File: config.mk
export PLATFORM = sky130hd
export DESIGN_NAME = spi_master
export DESIGN_NICKNAME = d
export VERILOG_FILES = /design/src/rtl/spi_master.sv
export SDC_FILE = /design/constraint.sdc
export NUM_CORES = 1
export LEC_CHECK = 0
export CELL_PAD_IN_SITES_DETAIL_PLACEMENT = 0
export CELL_PAD_IN_SITES_GLOBAL_PLACEMENT = 1
export CORE_UTILIZATION = 35
export DETAILED_ROUTE_END_ITERATION = 7
export GPL_TIMING_DRIVEN = 0
export PLACE_DENSITY = 0.76
export SETUP_SLACK_MARGIN = 0.2
export SLEW_MARGIN = 20
export SYNTH_ARGS = -nofsm -noshare
export SYNTH_HDL_FRONTEND = slang
export SYNTH_SLANG_ARGS = --single-unit
File: constraint.sdc
create_clock -name clk -period 2.56 [get_ports clk]
set_clock_uncertainty 0.2 [all_clocks]
set_input_delay 0.384 -clock clk [delete_from_list [all_inputs] [get_ports clk]]
set_output_delay 0.384 -clock clk [all_outputs]
set_load 0.02 [all_outputs]
File: src/rtl/spi_master.sv
// SPI mode-0 master: shifts a {rw, addr, data} frame MSB first and captures the data field from miso.
// Optional SPI_MASTER_LOOPBACK_EN adds a loopback input that samples mosi in place of miso.
module spi_master #(
  parameter int msg_width  = 32,
  parameter int addr_width = 7,
  parameter int clk_div    = 4,
  localparam int data_width = msg_width - addr_width - 1
) (
  input  logic                  clk,
  input  logic                  rst_n,
  input  logic                  start,
  input  logic                  rw,
  input  logic [addr_width-1:0] addr,
  input  logic [data_width-1:0] wdata,
  output logic [data_width-1:0] rdata,
  output logic                  busy,
  output logic                  done,
  output logic                  sck,
  output logic                  ncs,
  output logic                  mosi,
`ifdef SPI_MASTER_LOOPBACK_EN
  input  logic                  loopback,
`endif
  input  logic                  miso
);

  localparam int BW = $clog2(msg_width) + 1;

  typedef enum logic [2:0] {
    S_IDLE,
    S_SETUP,
    S_SCK_HI,
    S_SCK_LO,
    S_GAP
  } state_t;

  state_t                r_state;
  logic [7:0]            r_hcnt;
  logic [BW-1:0]         r_bcnt;
  logic [msg_width-2:0]  r_shift;
  logic [data_width-1:0] r_rdata;
  logic                  r_busy;
  logic                  r_done;
  logic                  r_sck;
  logic                  r_ncs;
  logic                  r_mosi;

  logic w_hend;
  logic w_last;
  logic w_cap;
  logic w_sample;

  assign w_hend = (r_hcnt == 8'(clk_div - 1));
  assign w_last = (r_bcnt == BW'(msg_width));
  // r_bcnt holds the index of the bit whose rising edge is next
  assign w_cap  = (r_bcnt >= BW'(addr_width + 1));

`ifdef SPI_MASTER_LOOPBACK_EN
  assign w_sample = loopback ? r_mosi : miso;
`else
  assign w_sample = miso;
`endif

  always_ff @(posedge clk or negedge rst_n) begin
    if (!rst_n) begin
      r_state <= S_IDLE;
      r_hcnt  <= '0;
      r_bcnt  <= '0;
      r_shift <= '0;
      r_rdata <= '0;
      r_busy  <= 1'b0;
      r_done  <= 1'b0;
      r_sck   <= 1'b0;
      r_ncs   <= 1'b1;
      r_mosi  <= 1'b0;
    end else begin
      r_done <= 1'b0;
      unique case (r_state)
        S_IDLE: begin
          r_sck <= 1'b0;
          r_ncs <= 1'b1;
          if (start) begin
            r_state <= S_SETUP;
            r_busy  <= 1'b1;
            r_ncs   <= 1'b0;
            r_mosi  <= rw;
            r_shift <= {addr, wdata};
            r_hcnt  <= '0;
            r_bcnt  <= '0;
          end
        end
        S_SETUP: begin
          if (w_hend) begin
            r_state <= S_SCK_HI;
            r_sck   <= 1'b1;
            r_hcnt  <= '0;
            if (w_cap)
              r_rdata <= {r_rdata[data_width-2:0], w_sample};
          end else begin
            r_hcnt <= r_hcnt + 8'd1;
          end
        end
        S_SCK_HI: begin
          if (w_hend) begin
            r_state <= S_SCK_LO;
            r_sck   <= 1'b0;
            r_hcnt  <= '0;
            r_bcnt  <= r_bcnt + BW'(1);
            r_mosi  <= r_shift[msg_width-2];
            r_shift <= {r_shift[msg_width-3:0], 1'b0};
          end else begin
            r_hcnt <= r_hcnt + 8'd1;
          end
        end
        S_SCK_LO: begin
          if (w_hend) begin
            r_hcnt <= '0;
            if (w_last) begin
              r_state <= S_GAP;
              r_ncs   <= 1'b1;
              r_done  <= 1'b1;
              r_mosi  <= 1'b0;
            end else begin
              r_state <= S_SCK_HI;
              r_sck   <= 1'b1;
              if (w_cap)
                r_rdata <= {r_rdata[data_width-2:0], w_sample};
            end
          end else begin
            r_hcnt <= r_hcnt + 8'd1;
          end
        end
        S_GAP: begin
          if (w_hend) begin
            r_state <= S_IDLE;
            r_busy  <= 1'b0;
            r_hcnt  <= '0;
            r_bcnt  <= '0;
          end else begin
            r_hcnt <= r_hcnt + 8'd1;
          end
        end
        default: begin
          r_state <= S_IDLE;
          r_busy  <= 1'b0;
          r_ncs   <= 1'b1;
          r_sck   <= 1'b0;
        end
      endcase
    end
  end

  assign rdata = r_rdata;
  assign busy  = r_busy;
  assign done  = r_done;
  assign sck   = r_sck;
  assign ncs   = r_ncs;
  assign mosi  = r_mosi;

endmodule

==> results.md, run 1 <==
* Outcome: completed
* Worst-Skew Late Latency at 0.36 ns
* Row Count at 37
* M3 GR Usage at 3.43%
* N_diodes at 0
* Via density at 5.20
* Fin. max-slew vios at 0
* Post-Syn Area per Cell at 11.1 sq um
* Min-Delay Path Class: in2async
* Core box area at 0.0103 sq mm
* Layout cells sized above 1 at 16.1%
* Critical Path End: rdata[23]
* Flop2flop setup slack at 0.33 ns
* Share of the clock period used by the worst path at 86.9%
* Syn-to-layout area delta at 29.6%
* Vias after detailed routing at between 2000 and 3000
* Seq/Total Area, Yosys at 52.1%
* TritonRoute pass-1 iters at 4
* Total Wirelength at 8.26 mm
* Area contributors post-synth: dfrtp_1, o21ai_0, mux2i_1
* Max frequency at 449 MHz
* DP HPWL at 5.94 mm
* Most Crowded Layer GR: met2
* Die footprint at roughly 0.011 sq mm
* Max Root-Sink Buffers at 2
* Placement Cell Area at 0.00453 sq mm
* Most common cell after layout, fill and taps aside: dfrtp_1
* PwrDens at 880 mW/mm^2
* Starting Density at between 30 and 40%
* Most frequent cells in the layout: dfrtp_1, o21ai_0, clkdlybuf4s50_1
* Root Driver: clkbuf_8
* DRT iter0 DRCs at about 150
* Post-Synthesis Cells at 332
* TritonCTS Buffers at 9
* WP data arrival at 2.27 ns
* Shortest period the worst path allows at 2.23 ns
* Max VDD drop at approximately 350 uV
* Async SR Flop Fraction at between 90% and 100%
* Critical Path Sink Type: flop
* Share of the synthesized area in the top cell type at between 50 and 60%
* Met2 Resource Use GR at around a quarter
* Warnings, synthesis at 0
* Gpl congestion at 0.767
* CTS sink count at 77
* Total GRT Usage at 16.1%
* Antenna violations before repair at 0
* Chip height at 105 um
* ANT nets after route at 0
* Worst-margin pin slew at 0.726 ns
* First-pass GRT wire length at about 14 mm
* Ys flop type: dfrtp_1
* Post-synth EDFFs at 0
* Post-Syn Nets at 371
* Number of global-route vias before repair at 2797
* Synth cell types at 50
* Die width at 105 um
* Worst Path Required at about 2.6 ns
* Mapped Area at 0.00370 sq mm
* Register bit count reported by yosys at 77
* # DRC at 0
* FF-to-FF End: rdata[23]
* CP startpoint kind: flop
* Final setup fails at 0
* I/O Buffers at 64
* Clk slew on worst S/H paths at 0.09 ns
* Reg2reg path depth at 6
* Remaining Overflow, GRT at 0
* Max-Cap Viols at 0
* Nets at roughly 450
* Final Total Pwr at 4.21 mW
* Worst-path maximum fanout at 10
* Final Cell Area at 0.00479 sq mm
* Number of H-tree levels at 3
* Worst rel slew slack at 51.6%
* Num ports at between 60 and 70
* RSZ-0062 raised after global routing: no
* Area leader, netlist: dfrtp_1
* CTS tree: built
* Launch point of the worst reg-to-reg path: r_hcnt[1]
* Crit path from: r_hcnt[1]
* Hold Vio Cnt, Final at 0
* P_leak at 2.16 nW
* Largest net degree at the start of global routing at 44
* Drt wl/cell at between 10 and 15 um
* Critical path type: reg2reg
* Met1 usage at roughly a fifth
-- through the flow --
| stage | hold slack, ns | std cells | setup WS [ns] | setup TNS [ns] | util, % |
|---|---|---|---|---|---|
| 5_1_grt | 0.337 | 553 | 0.202 | 0 | 46.6 |
| 3_5_place_dp | 0.180 | 533 | -0.00331 | -0.00331 | 44.1 |
| 4_1_cts | 0.312 | 551 | 0.193 | 0 | 46.3 |
| 2_1_floorplan | -0.112 | 332 | 0.348 | 0 | - |
| 3_3_place_gp | 0.289 | 532 | -1.88 | -143.28 | 43.9 |
| 6_report | 0.308 | 553 | 0.335 | 0 | 46.6 |
-- per-layer routing --
| metal | routed length (um) | vias up |
|---|---|---|
| li1 | - | 1389 |
| met1 | 3760 | 1426 |
| met2 | 4060 | 51 |
| met3 | 284 | 11 |
| met4 | 153 | 0 |
| met5 | 0 | - |
-- report_power, final --
part	leakage (nW)	internal, mW	switching (mW)
clock	0.0915	0.444	0.467
combinational	1.08	0.681	0.760
sequential	0.994	1.58	0.282
total	2.16	2.71	1.51
-- sequential cells by signal (all words and copies together) (netlist names) --
| name | cells |
|---|---|
| rdata | 24 |
| sck | 1 |
| r_state | 3 |
| r_shift | 31 |
| done | 1 |
| r_bcnt | 6 |
| busy | 1 |
| r_hcnt | 8 |
| mosi | 1 |
| ncs | 1 |
-- critical path, cell delays in order, from the launching register on --
cell and delay [ns]:
dfrtp_1 0.44, ha_1 0.24, nor3b_4 0.28, nand2_2 0.12, nor4_4 0.28, buf_6 0.21
mux2_2 0.35
-- worst min-delay path by stage --
stage                  end  slack, ns  depth (start not counted)
3_5_place_dp     rdata[16]       0.18                          1
6_report         rdata[16]       0.31                          2
5_1_grt         r_shift[0]       0.34                          1
4_1_cts         r_shift[0]       0.31                          1
3_3_place_gp   r_shift[19]       0.29                          2
2_1_floorplan         busy      -0.11                          0
-- layout make-up --
class / count / area (sq um)
clock inverter: 6 / 63.8
clock buffer: 9 / 124
tap: 136 / 170
fill: 1009 / 5490
sequential: 77 / 1930
buffer: 21 / 105
timing repair buffer: 70 / 706
inverter: 6 / 22.5
multi-input combinational: 228 / 1670
-- cell usage after synthesis, types with 5 or more instances --
library cell	instances
dfrtp_1	76
o21ai_0	68
mux2i_1	31
mux2_2	23
clkbuf_1	15
nor2_1	10
nand3_1	9
a21oi_1	8
nand2_1	8
inv_1	6
a211oi_1	5
a31oi_1	5
and3_1	5
or4_1	5
-- timing repair --
| action | in CTS | in global routing |
|---|---|---|
| hold endpoints to repair | 33 | 0 |
| setup endpoints to repair | 50 | 60 |
| setup buffers | 2 | 2 |
| gates resized for setup | 2 | 12 |
| hold buffers | 1 | 0 |
| pin swaps | 1 | 2 |
-- cells by family after synthesis --
family | synth area share, %
flops | 52.1
compound gates | 15.7
mux | 16.0
xor+xnor | 1.18
fa+ha+maj | 1.02
buf+inv | 3.32
simple gates | 10.7
No activity file was read; power rests on OpenSTA's default activity.
==> run 2: changes to the inputs <==
--- a/config.mk
+++ b/config.mk
@@ -9,6 +9,7 @@
 export CELL_PAD_IN_SITES_GLOBAL_PLACEMENT = 1
 export CORE_UTILIZATION = 35
 export DETAILED_ROUTE_END_ITERATION = 7
+export GPL_ROUTABILITY_DRIVEN = 0
 export GPL_TIMING_DRIVEN = 0
 export PLACE_DENSITY = 0.76
 export SETUP_SLACK_MARGIN = 0.2
==> results of run 2 <==
The final DEF is identical to that of run 1; final timing and power are the same.
==> run 3: changes to the inputs <==
==> constraint.sdc (replaced) <==
create_clock -name clk -period 2.4 [get_ports clk]
set_clock_uncertainty 0.2 [all_clocks]
set_input_delay 0.36 -clock clk [delete_from_list [all_inputs] [get_ports clk]]
set_output_delay 0.36 -clock clk [all_outputs]
set_load 0.02 [all_outputs]
==> run 3 against run 2 <==
Effect of this change: flip-flop and latch count is the same; critical path depth grew 2; wire length grew 2.5%; core utilization grew 1.2 points; maximum frequency grew 5.5%; hold slack lost 0.029 ns; setup slack lost 0.045 ns; final area grew 2.6%; clock-buffer cell count grew 2; critical endpoint is now rdata[14]; largest power group unchanged.
==> results.md, run 3 (synthesis results as in run 1) <==
* Chip height at 105 um (unchanged)
* First-pass GRT wire length at 14.2 mm (was 14.0 mm)
* Crit path largest cell delay at 0.40 ns (was 0.44 ns)
* Worst-margin pin slew at 0.566 ns (was 0.726 ns)
* Crit path cell chain: inv_1 -> ha_1 -> nand3b_1 -> a211oi_2 -> nor4_4 -> buf_6 -> buf_8 -> mux2_2 (was ha_1 -> nor3b_4 -> nand2_2 -> nor4_4 -> buf_6 -> mux2_2)
* RSZ-0062 raised after global routing: yes (was no)
* Drt wl/cell at 15.1 um (was 14.9 um)
* Vias after detailed routing at 2918 (was 2877)
* CTS tree: built (unchanged)
* Core box area at 0.0103 sq mm (unchanged)
* Syn-to-layout area delta at 32.9% (was 29.6%)
* DP Worst Slack at -0.197 ns (was -0.00331 ns)
* Root Driver: clkbuf_8 (unchanged)
* Min-Delay Path Class: in2async (unchanged)
* Total GRT Usage at 16.3% (was 16.1%)
* Hold slack final at 0.279 ns (was 0.308 ns)
* Remaining Overflow, GRT at 0 (unchanged)
* N_diodes at 0 (unchanged)
* Max-Cap Viols at 0 (unchanged)
* Number of global-route vias before repair at 2878 (was 2797)
* DP HPWL at 5.80 mm (was 5.94 mm)
* CTS sink count at 77 (unchanged)
* Sequential share of power at 44.4% (was 44.2%)
* Starting Density at 36.0% (unchanged)
* Worst-Skew Late Latency at 0.35 ns (was 0.36 ns)
* WP buf/inv at 3 (was 1)
* Via density at 5.19 (was 5.20)
* Combinational power share at 36.2% (was 34.2%)
* Most common cell after layout, fill and taps aside: dfrtp_1 (unchanged)
* Setup tns final at 0 ns (unchanged)
* Net Sw Power at 1.64 mW (was 1.51 mW)
* Worst-path maximum fanout at 10 (unchanged)
* Clock group share of total power at 19.4% (was 21.6%)
* Row Count at 37 (unchanged)
* Filler cells at 986 (was 1009)
* Hold Vio Cnt, Final at 0 (unchanged)
* CP startpoint kind: flop (unchanged)
* Max VDD drop at 439 uV (was 354 uV)
* Final Total Pwr at 4.49 mW (was 4.21 mW)
* Max frequency at 474 MHz (was 449 MHz)
* CP top delay family: flip-flops (was simple AND/OR/NAND/NOR gates)
* WP data arrival at 2.14 ns (was 2.27 ns)
* Num ports at 65 (unchanged)
* Final Cell Area at 0.00491 sq mm (was 0.00479 sq mm)
* Number of H-tree levels at 3 (unchanged)
* Outcome: completed (unchanged)
* Placement Cell Area at 0.00454 sq mm (was 0.00453 sq mm)
* Antenna violations before repair at 0 (unchanged)
* Die width at 105 um (unchanged)
* Shortest period the worst path allows at 2.11 ns (was 2.23 ns)
* I/O Buffers at 64 (unchanged)
* Max Root-Sink Buffers at 2 (unchanged)
* TritonRoute pass-1 iters at 6 (was 4)
* Critical Path Sink Type: flop (unchanged)
* Biggest register: r_shift (unchanged)
* P_leak at 2.21 nW (was 2.16 nW)
* Worst Path Required at 2.43 ns (was 2.61 ns)
* Largest register FFs at 31 (unchanged)
* Most frequent cells in the layout: dfrtp_1, o21ai_0, clkdlybuf4s50_1 (unchanged)
* Nets at 460 (was 452)
* Final setup fails at 0 (unchanged)
* Post-route worst setup slack at 0.290 ns (was 0.335 ns)
* Clk slew on worst S/H paths at 0.09 ns (about the same)
* Die footprint at 0.0110 sq mm (unchanged)
* DRT iter0 DRCs at 132 (was 153)
* Critical path type: reg2reg (unchanged)
* Worst rel slew slack at 61.7% (was 51.6%)
* ANT nets after route at 0 (unchanged)
* TritonCTS Buffers at 9 (unchanged)
* Largest net degree at the start of global routing at 48 (was 44)
* Fin. max-slew vios at 0 (unchanged)
* PwrDens at 914 mW/mm^2 (was 880 mW/mm^2)
* # DRC at 0 (unchanged)
* Design internal power at 2.85 mW (was 2.71 mW)
* Layout cells sized above 1 at 19.7% (was 16.1%)
* Share of the clock period used by the worst path at 87.9% (was 86.9%)
* Total Wirelength at 8.47 mm (was 8.26 mm)
* Switching part of the total at 36.6% (was 35.8%)
* Slowest CP cell: dfrtp_1 (unchanged)
==> run 3: cell types whose count changed in the layout (fill, tap and decap cells not counted), moves of 2 or more <==
cell | before | now
clkbuf_2 | 4 | 6
buf_4 | 6 | 13
buf_8 | 0 | 2
clkinv_4 | 0 | 2
==> run 3: metrics by stage <==
| step | instances | utilization [%] |
|---|---|---|
| after global routing | 562 | 47.8 |
| after floorplan | 332 | - |
| final | 562 | 47.8 |
| after detailed placement | 533 | 44.2 |
| after CTS | 561 | 47.2 |
| after global placement | 532 | 43.9 |
==> run 3: repair_timing <==
action | in CTS | in global routing
gates resized for setup | 10 | 23
cloned | 1 | 0
endpoints found under the hold margin | 30 | 0
pin swaps | 2 | 3
buffers inserted | 10 | 1
hold buffers | 1 | 0
setup endpoints to repair | 66 | 71
==> run 3: layer usage <==
| metal | track usage (%) | wire length [um] | vias up |
|---|---|---|---|
| met4 | 7.14 | 149 | 0 |
| met3 | 3.18 | 277 | 13 |
| met1 | 21.2 | 3970 | 1455 |
| met2 | 26.5 | 4070 | 49 |
| li1 | - | - | 1401 |
| met5 | 0 | 0 | - |
==> run 3: layout make-up <==
| cell class | instances | area [sq um] | area share, % |
|---|---|---|---|
| sequential | 77 | 1930 | 39.3 |
| timing repair buffer | 78 | 790 | 16.1 |
| buffer | 21 | 119 | 2.42 |
| clock inverter | 5 | 37.5 | 0.764 |
| inverter | 6 | 22.5 | 0.458 |
| tap | 136 | 170 | 3.46 |
| multi-input combinational | 228 | 1710 | 34.9 |
| clock buffer | 11 | 131 | 2.67 |
==> run 3: power by group through the flow <==
| stage | clock network, mW | logic (mW) | registers [mW] |
|---|---|---|---|
| after CTS | 0.895 | 1.61 | 1.98 |
| after global routing | 0.950 | 1.82 | 2.05 |
| after detailed placement | 0 | 1.53 | 2.01 |
| final | 0.872 | 1.63 | 1.99 |
| after global placement | 0 | 1.49 | 1.99 |
| after floorplan | 0 | 0.950 | 2.03 |
==> run 3: worst paths after layout <==
path,start,to,slack [ns],depth (start not counted)
setup reg to reg,r_bcnt[1],rdata[14],0.29,8
hold reg to reg,r_shift[12],r_shift[12],0.32,2
min in group clk,r_shift[12],r_shift[12],0.32,2
setup / recovery,r_bcnt[1],rdata[14],0.29,8
hold / removal,rst_n,rdata[15],0.28,2
max in group asynchronous,rst_n,ncs,1.07,3
